File: config.mk
export PLATFORM = sky130hd
export DESIGN_NAME = wb_write_buffer
export DESIGN_NICKNAME = d
export VERILOG_FILES = /design/src/rtl/wb_write_buffer_pkg.sv /design/src/rtl/wb_fwd_match.sv /design/src/rtl/wb_write_buffer.sv
export SDC_FILE = /design/constraint.sdc
export NUM_CORES = 1
export LEC_CHECK = 0
export CAP_MARGIN = 20
export CORE_MARGIN = 4
export CORE_UTILIZATION = 60
export DETAILED_ROUTE_END_ITERATION = 6
export PLACE_DENSITY = 0.83
export SLEW_MARGIN = 40
export SYNTH_ARGS = -nofsm -noshare
export SYNTH_HDL_FRONTEND = slang
export SYNTH_HIERARCHICAL = 1
export SYNTH_SLANG_ARGS = --single-unit
File: constraint.sdc
create_clock -name clk -period 5.1 [get_ports clk]
set_input_delay 0.765 -clock clk [delete_from_list [all_inputs] [get_ports clk]]
set_output_delay 0.765 -clock clk [all_outputs]
set_load 0.02 [all_outputs]
File: src/rtl/wb_write_buffer_pkg.sv
// Shared constants for the writeback path.
//   WORD_WIDTH     : register-file data width
//   REG_FILE_DEPTH : register index width (address bits)
//   REG_FILE_SIZE  : number of architectural registers
package wb_write_buffer_pkg;

   localparam int unsigned WORD_WIDTH     = 32;
   localparam int unsigned REG_FILE_DEPTH = 4;
   localparam int unsigned REG_FILE_SIZE  = 16;

endpackage

File: src/rtl/wb_fwd_match.sv
// Youngest-first forwarding search over the write buffer for one lookup address.
//   wr_ptr  : next write slot; the slot just before it holds the youngest entry
//   valid   : per-slot occupancy
//   dests   : per-slot destination register
//   results : per-slot result value
//   src     : lookup address
//   hit     : some valid slot targets src
//   val     : result of the youngest matching slot, 0 on a miss
module wb_fwd_match #(
   parameter int unsigned DEPTH      = 4,
   parameter int unsigned WORD_WIDTH = 32,
   parameter int unsigned REG_ADDR_W = 4,
   localparam int unsigned PTR_W     = $clog2(DEPTH)
) (
   input  logic [PTR_W-1:0]                        wr_ptr,
   input  logic [DEPTH-1:0]                        valid,
   input  logic [DEPTH-1:0][REG_ADDR_W-1:0]        dests,
   input  logic [DEPTH-1:0][WORD_WIDTH-1:0]        results,
   input  logic [REG_ADDR_W-1:0]                   src,
   output logic                                    hit,
   output logic [WORD_WIDTH-1:0]                   val
);

   logic [PTR_W-1:0] idx;

   // Walk from oldest (wr_ptr - DEPTH) to youngest (wr_ptr - 1); later matches
   // overwrite earlier ones so the youngest entry wins.
   always_comb begin
      hit = 1'b0;
      val = '0;
      idx = '0;
      for (int k = DEPTH; k >= 1; k--) begin
         idx = wr_ptr - PTR_W'(k);
         if (valid[idx] && (dests[idx] == src)) begin
            hit = 1'b1;
            val = results[idx];
         end
      end
   end

endmodule

File: src/rtl/wb_write_buffer.sv
// In-order writeback buffer in front of the register-file write port.
//   clk, rst             : clock, asynchronous active-high reset
//   flush                : synchronous clear of all buffered entries
//   in_valid/in_ready    : writeback request handshake
//   in_dest, in_result   : request payload
//   rf_ready             : register-file write port granted this cycle
//   wb_en/wb_dest/...    : register-file write (head entry, combinational)
//   src1/src2            : forwarding lookup addresses
//   fwdN_hit/fwdN_val    : youngest buffered value for srcN
//   count, full, empty   : occupancy
module wb_write_buffer #(
   parameter int unsigned DEPTH      = 4,
   parameter int unsigned WORD_WIDTH = wb_write_buffer_pkg::WORD_WIDTH,
   parameter int unsigned REG_ADDR_W = wb_write_buffer_pkg::REG_FILE_DEPTH,
   localparam int unsigned CNT_W     = $clog2(DEPTH) + 1
) (
   input  logic                  clk,
   input  logic                  rst,
   input  logic                  flush,
   input  logic                  in_valid,
   output logic                  in_ready,
   input  logic [REG_ADDR_W-1:0] in_dest,
   input  logic [WORD_WIDTH-1:0] in_result,
   input  logic                  rf_ready,
   output logic                  wb_en,
   output logic [REG_ADDR_W-1:0] wb_dest,
   output logic [WORD_WIDTH-1:0] wb_result,
   input  logic [REG_ADDR_W-1:0] src1,
   input  logic [REG_ADDR_W-1:0] src2,
   output logic                  fwd1_hit,
   output logic [WORD_WIDTH-1:0] fwd1_val,
   output logic                  fwd2_hit,
   output logic [WORD_WIDTH-1:0] fwd2_val,
   output logic [CNT_W-1:0]      count,
   output logic                  full,
   output logic                  empty
);

   import wb_write_buffer_pkg::*;

   localparam int unsigned PTR_W = $clog2(DEPTH);

   logic [PTR_W-1:0]                 rd_ptr_q, rd_ptr_d;
   logic [PTR_W-1:0]                 wr_ptr_q, wr_ptr_d;
   logic [CNT_W-1:0]                 count_q, count_d;
   logic [DEPTH-1:0]                 valid_q, valid_d;
   logic [DEPTH-1:0][REG_ADDR_W-1:0] dest_q;
   logic [DEPTH-1:0][WORD_WIDTH-1:0] result_q;
   logic                             pop;
   logic                             push;

   assign empty = (count_q == '0);
   assign full  = (count_q == CNT_W'(DEPTH));

   // Flush suppresses the register-file write so no flushed entry retires.
   assign pop      = !empty && rf_ready && !flush;
   // A full buffer still accepts when the head retires in the same cycle.
   assign in_ready = !full || pop;
   assign push     = in_valid && in_ready && !flush;

   assign wb_en     = pop;
   assign wb_dest   = dest_q[rd_ptr_q];
   assign wb_result = result_q[rd_ptr_q];
   assign count     = count_q;

   always_comb begin
      rd_ptr_d = rd_ptr_q;
      wr_ptr_d = wr_ptr_q;
      count_d  = count_q;
      valid_d  = valid_q;
      if (flush) begin
         rd_ptr_d = '0;
         wr_ptr_d = '0;
         count_d  = '0;
         valid_d  = '0;
      end else begin
         if (pop) begin
            valid_d[rd_ptr_q] = 1'b0;
            rd_ptr_d          = rd_ptr_q + 1'b1;
         end
         // Applied after the pop so a full buffer retiring and refilling the
         // same slot keeps it valid.
         if (push) begin
            valid_d[wr_ptr_q] = 1'b1;
            wr_ptr_d          = wr_ptr_q + 1'b1;
         end
         case ({push, pop})
            2'b10:   count_d = count_q + 1'b1;
            2'b01:   count_d = count_q - 1'b1;
            default: count_d = count_q;
         endcase
      end
   end

   always_ff @(posedge clk or posedge rst) begin
      if (rst) begin
         rd_ptr_q <= '0;
         wr_ptr_q <= '0;
         count_q  <= '0;
         valid_q  <= '0;
      end else begin
         rd_ptr_q <= rd_ptr_d;
         wr_ptr_q <= wr_ptr_d;
         count_q  <= count_d;
         valid_q  <= valid_d;
      end
   end

   // Payload storage is not reset; occupancy is tracked by valid_q/count_q.
   always_ff @(posedge clk) begin
      if (push) begin
         dest_q[wr_ptr_q]   <= in_dest;
         result_q[wr_ptr_q] <= in_result;
      end
   end

   wb_fwd_match #(
      .DEPTH      (DEPTH),
      .WORD_WIDTH (WORD_WIDTH),
      .REG_ADDR_W (REG_ADDR_W)
   ) u_fwd1 (
      .wr_ptr  (wr_ptr_q),
      .valid   (valid_q),
      .dests   (dest_q),
      .results (result_q),
      .src     (src1),
      .hit     (fwd1_hit),
      .val     (fwd1_val)
   );

   wb_fwd_match #(
      .DEPTH      (DEPTH),
      .WORD_WIDTH (WORD_WIDTH),
      .REG_ADDR_W (REG_ADDR_W)
   ) u_fwd2 (
      .wr_ptr  (wr_ptr_q),
      .valid   (valid_q),
      .dests   (dest_q),
      .results (result_q),
      .src     (src2),
      .hit     (fwd2_hit),
      .val     (fwd2_val)
   );

endmodule

==> metrics.cfg <==
[status]
status = finished, final reports clean

[place]
place_ws_ns = 0.540
hpwl_mm = 26.3
port_buffers = 157
place_congestion = 0.856

[drt]
wl_per_cell_um = 27.7
drt_iter0_drc = 1505
drc = 0
viasPerCell = 7.77
vias = 12100
drt-total-wl_mm = 43.0
drtPass1Iterations = 6
detail-route-antenna-nets = 0

[sta]
fmax_ghz = 0.209
finalWorstSetupSlack_ns = 0.308
min_period_ns = 4.79
rsz0062_at_grt = false
period_share = 0.940
tightest_slew_ns = 0.860
fin_setup_tns_ns = 0
finalHoldViolations = 0
maxSlewViolCount = 0
setup_viol = 0
relSlewSlack = 0.426
fin_skew_ns = 0.0136

[pwr]
switchingPower_mw = 1.19
combPwrFrac = 0.312
ir_worst_vdd_uv = 199
power.density_nw_per_um2 = 220
pwr-share-clk = 0.311
p_leak_nw = 5.44
seqPwrFrac = 0.378
p_int_mw = 2.84
swShare = 0.295

[setup_path]
path_buf_inv = 2
crit_path_end = fwd2_val[31]
startpoint = wr_ptr_q[1]
required_ns = 4.34
path_cells = mux4_2 > xor2_1 > nor3_2 > and2_2 > buf_12 > a211oi_1 > a221oi_1 > clkdlybuf4s50_1
r2r_start = wr_ptr_q[1]
critPathSlowestCell = dfrtp_4
critical_path_cell_count = 8
arrival_ns = 4.03
cp-start-kind = flip-flop
cp-end-kind = output port
slowest_delay_ns = 0.70
reg2reg_to = result_q[104]
cp_max_fo = 24
worstSetupPathType = flip-flop to output port
r2r_setup_slack_ns = 2.05
critPathTopFamily = buffers and inverters
reg2reg_depth = 5

[cells_and_area]
syn2layout_area_growth_pct = 14.4
n_antenna_cell = 0
final_layout_size_suffix_gt1_frac = 0.377
final_nets = 1263
num-fill-cells = 1716
utilization = 0.701

[grt]
grt_usage = 0.296
grt_max_degree = 98
grt_pass1_vias = 11600
grt_overflow = 0
antenna_found_initial = 2
grt_pass1_wl_mm = 66.7

[logic_synthesis]
synth_cell_types = 54
netlist_instances = 1129
synth.largest_area_cell = mux4_2
synth_fp_nets = 1187
synth-seq-area-share = 0.287
ys_warn_count = 6
muxShareOfSynthArea = 0.447
syn_area_um2 = 16000
synth_xor_area_frac = 0.0257
synth_top_flop_cell = edfxtp_1
ys_seq_elements = 155
synthTopCellsByArea = mux4_2 42%, edfxtp_1 27%, a221oi_2 5.8%, a211oi_1 3.0%, buf_2 2.8%
yosys.area.top_type_share = 0.419
synthSimpleGateAreaFrac = 0.0581
async_flop_share = 0.0710
yosys.area_share.adder = 0.00750
synth-compound-area-share = 0.108
synth_top_family_by_area = multiplexers
syn_area_per_cell_um2 = 14.2
synth-edff-count = 144

[floorplanning]
dieArea_um2 = 29400
row_count = 59
die_w_um = 171
fp.dieH_um = 171
coreArea_um2 = 26100
ios = 158
initial_utilization = 0.613

[clocking]
cts_root_buf = clkbuf_16
clkTransAtPathRegs_ns = 0.06
hold_buffers = 0
cts_tree = built
clock_latency_ns = 0.43
cts_max_level = 4
clock-sinks = 155
clockBufferDepth = 2
cts_buffers = 17

[worst_hold_path]
hold_class = flip-flop to flip-flop

[flow_run]
drv_cap = 0

[cell usage in the layout (no fill, tap or decap), types with 3 or more instances in the layout]
master             n
nor3_1             7
ha_1               8
buf_4             26
clkinv_4           3
a221oi_2          62
nor2b_1            4
nand2_1            6
buf_16             4
dfrtp_4            3
clkdlybuf4s50_1  156
a211oi_1          65
nand3_1           72
nor3b_2            4
a21oi_1            5
mux4_2           298
xor2_1             9
clkinv_1           6
buf_12             8
o211a_2            3
a32oi_1            3
o22ai_1            5
xnor2_1           38
o21ai_0            8
edfxtp_1         144
clkbuf_16         17
mux2i_1           43
inv_1             76
nor2_1            71
and2_4             3
nor3_2             5
inv_6              3
dfrtp_1            7
[worst min-delay path, cell delays in order (launching register included)]
cell,delay [ns]
dfrtp_1,0.42
o21ai_0,0.10
a21oi_1,0.07
[per-stage QoR]
step / hold WS, ns / cells / area, µm² / power, mW
detailed placement: 0.605 / 1520 / 17700 / 2.79
global route: 0.658 / 1553 / 18300 / 4.20
global placement: 0.598 / 1515 / 17600 / 2.75
finish: 0.622 / 1553 / 18300 / 4.03
CTS: 0.613 / 1552 / 18300 / 4.04
floorplan: 0.544 / 1129 / 16000 / 2.47
[area by class of cell]
class                   count  area, µm²  area share
clock buffers              17        425      0.0232
clock inverters            15        148     0.00806
inverters                  78        293      0.0160
multi-input cells         757      10400       0.567
flip-flops and latches    155       4610       0.252
well taps                 335        419      0.0229
repair buffers            196       2040       0.111
[routing by layer]
metal	vias to the layer above	GRT usage	wire length [µm]	share of wire
met5	-	0	26	0.00060
met4	4	0.115	1750	0.041
met3	143	0.0699	4950	0.11
met2	902	0.482	21600	0.50
met1	6079	0.393	14800	0.34
li1	4942	-	-	-
[cells by family after synthesis]
family | count (synthesis)
buf+inv | 217
flops | 155
simple gates | 189
fa+ha+maj | 9
compound gates | 169
xor+xnor | 47
mux | 343
[sequential cells by signal (all words and copies together) (netlist names)]
signal	count
result_q	128
dest_q	16
valid_q	4
count	3
rd_ptr_q	2
wr_ptr_q	2
[power groups by stage]
stage	clock network [mW]	logic, mW	registers, mW
after floorplan	0	0.972	1.50
after global placement	0	1.18	1.57
after detailed placement	0	1.24	1.55
after CTS	1.27	1.25	1.52
after global routing	1.33	1.34	1.53
final	1.25	1.26	1.52
[synthesized netlist by cell type (6+ instances only)]
cell,n
and2_1,6
o21ai_0,8
mux2i_1,43
buf_6,13
a221oi_2,62
mux4_2,298
edfxtp_1,144
clkbuf_1,26
xnor2_1,38
nand3_1,72
nand2_1,8
a211oi_1,65
xor2_1,9
nor3_1,7
dfrtp_1,11
nor2_1,71
ha_1,8
inv_1,76
buf_2,89
[what timing repair did]
| item | in CTS | in global routing |
|---|---|---|
| gates resized for setup | 0 | 0 |
| buffers inserted | 0 | 1 |
| endpoints found under the setup margin | 0 | 1 |
[how the worst min path moves through the flow]
stage | start | end | slack [ns] | cells after the start
5_1_grt | rst | count[2] | 0.66 | 2
3_5_place_dp | valid_q[1] | valid_q[1] | 0.60 | 2
4_1_cts | valid_q[1] | valid_q[1] | 0.61 | 2
3_3_place_gp | valid_q[0] | valid_q[0] | 0.60 | 2
2_1_floorplan | valid_q[1] | valid_q[1] | 0.54 | 2
6_report | valid_q[1] | valid_q[1] | 0.62 | 2
(Power assumes the default switching activity.)
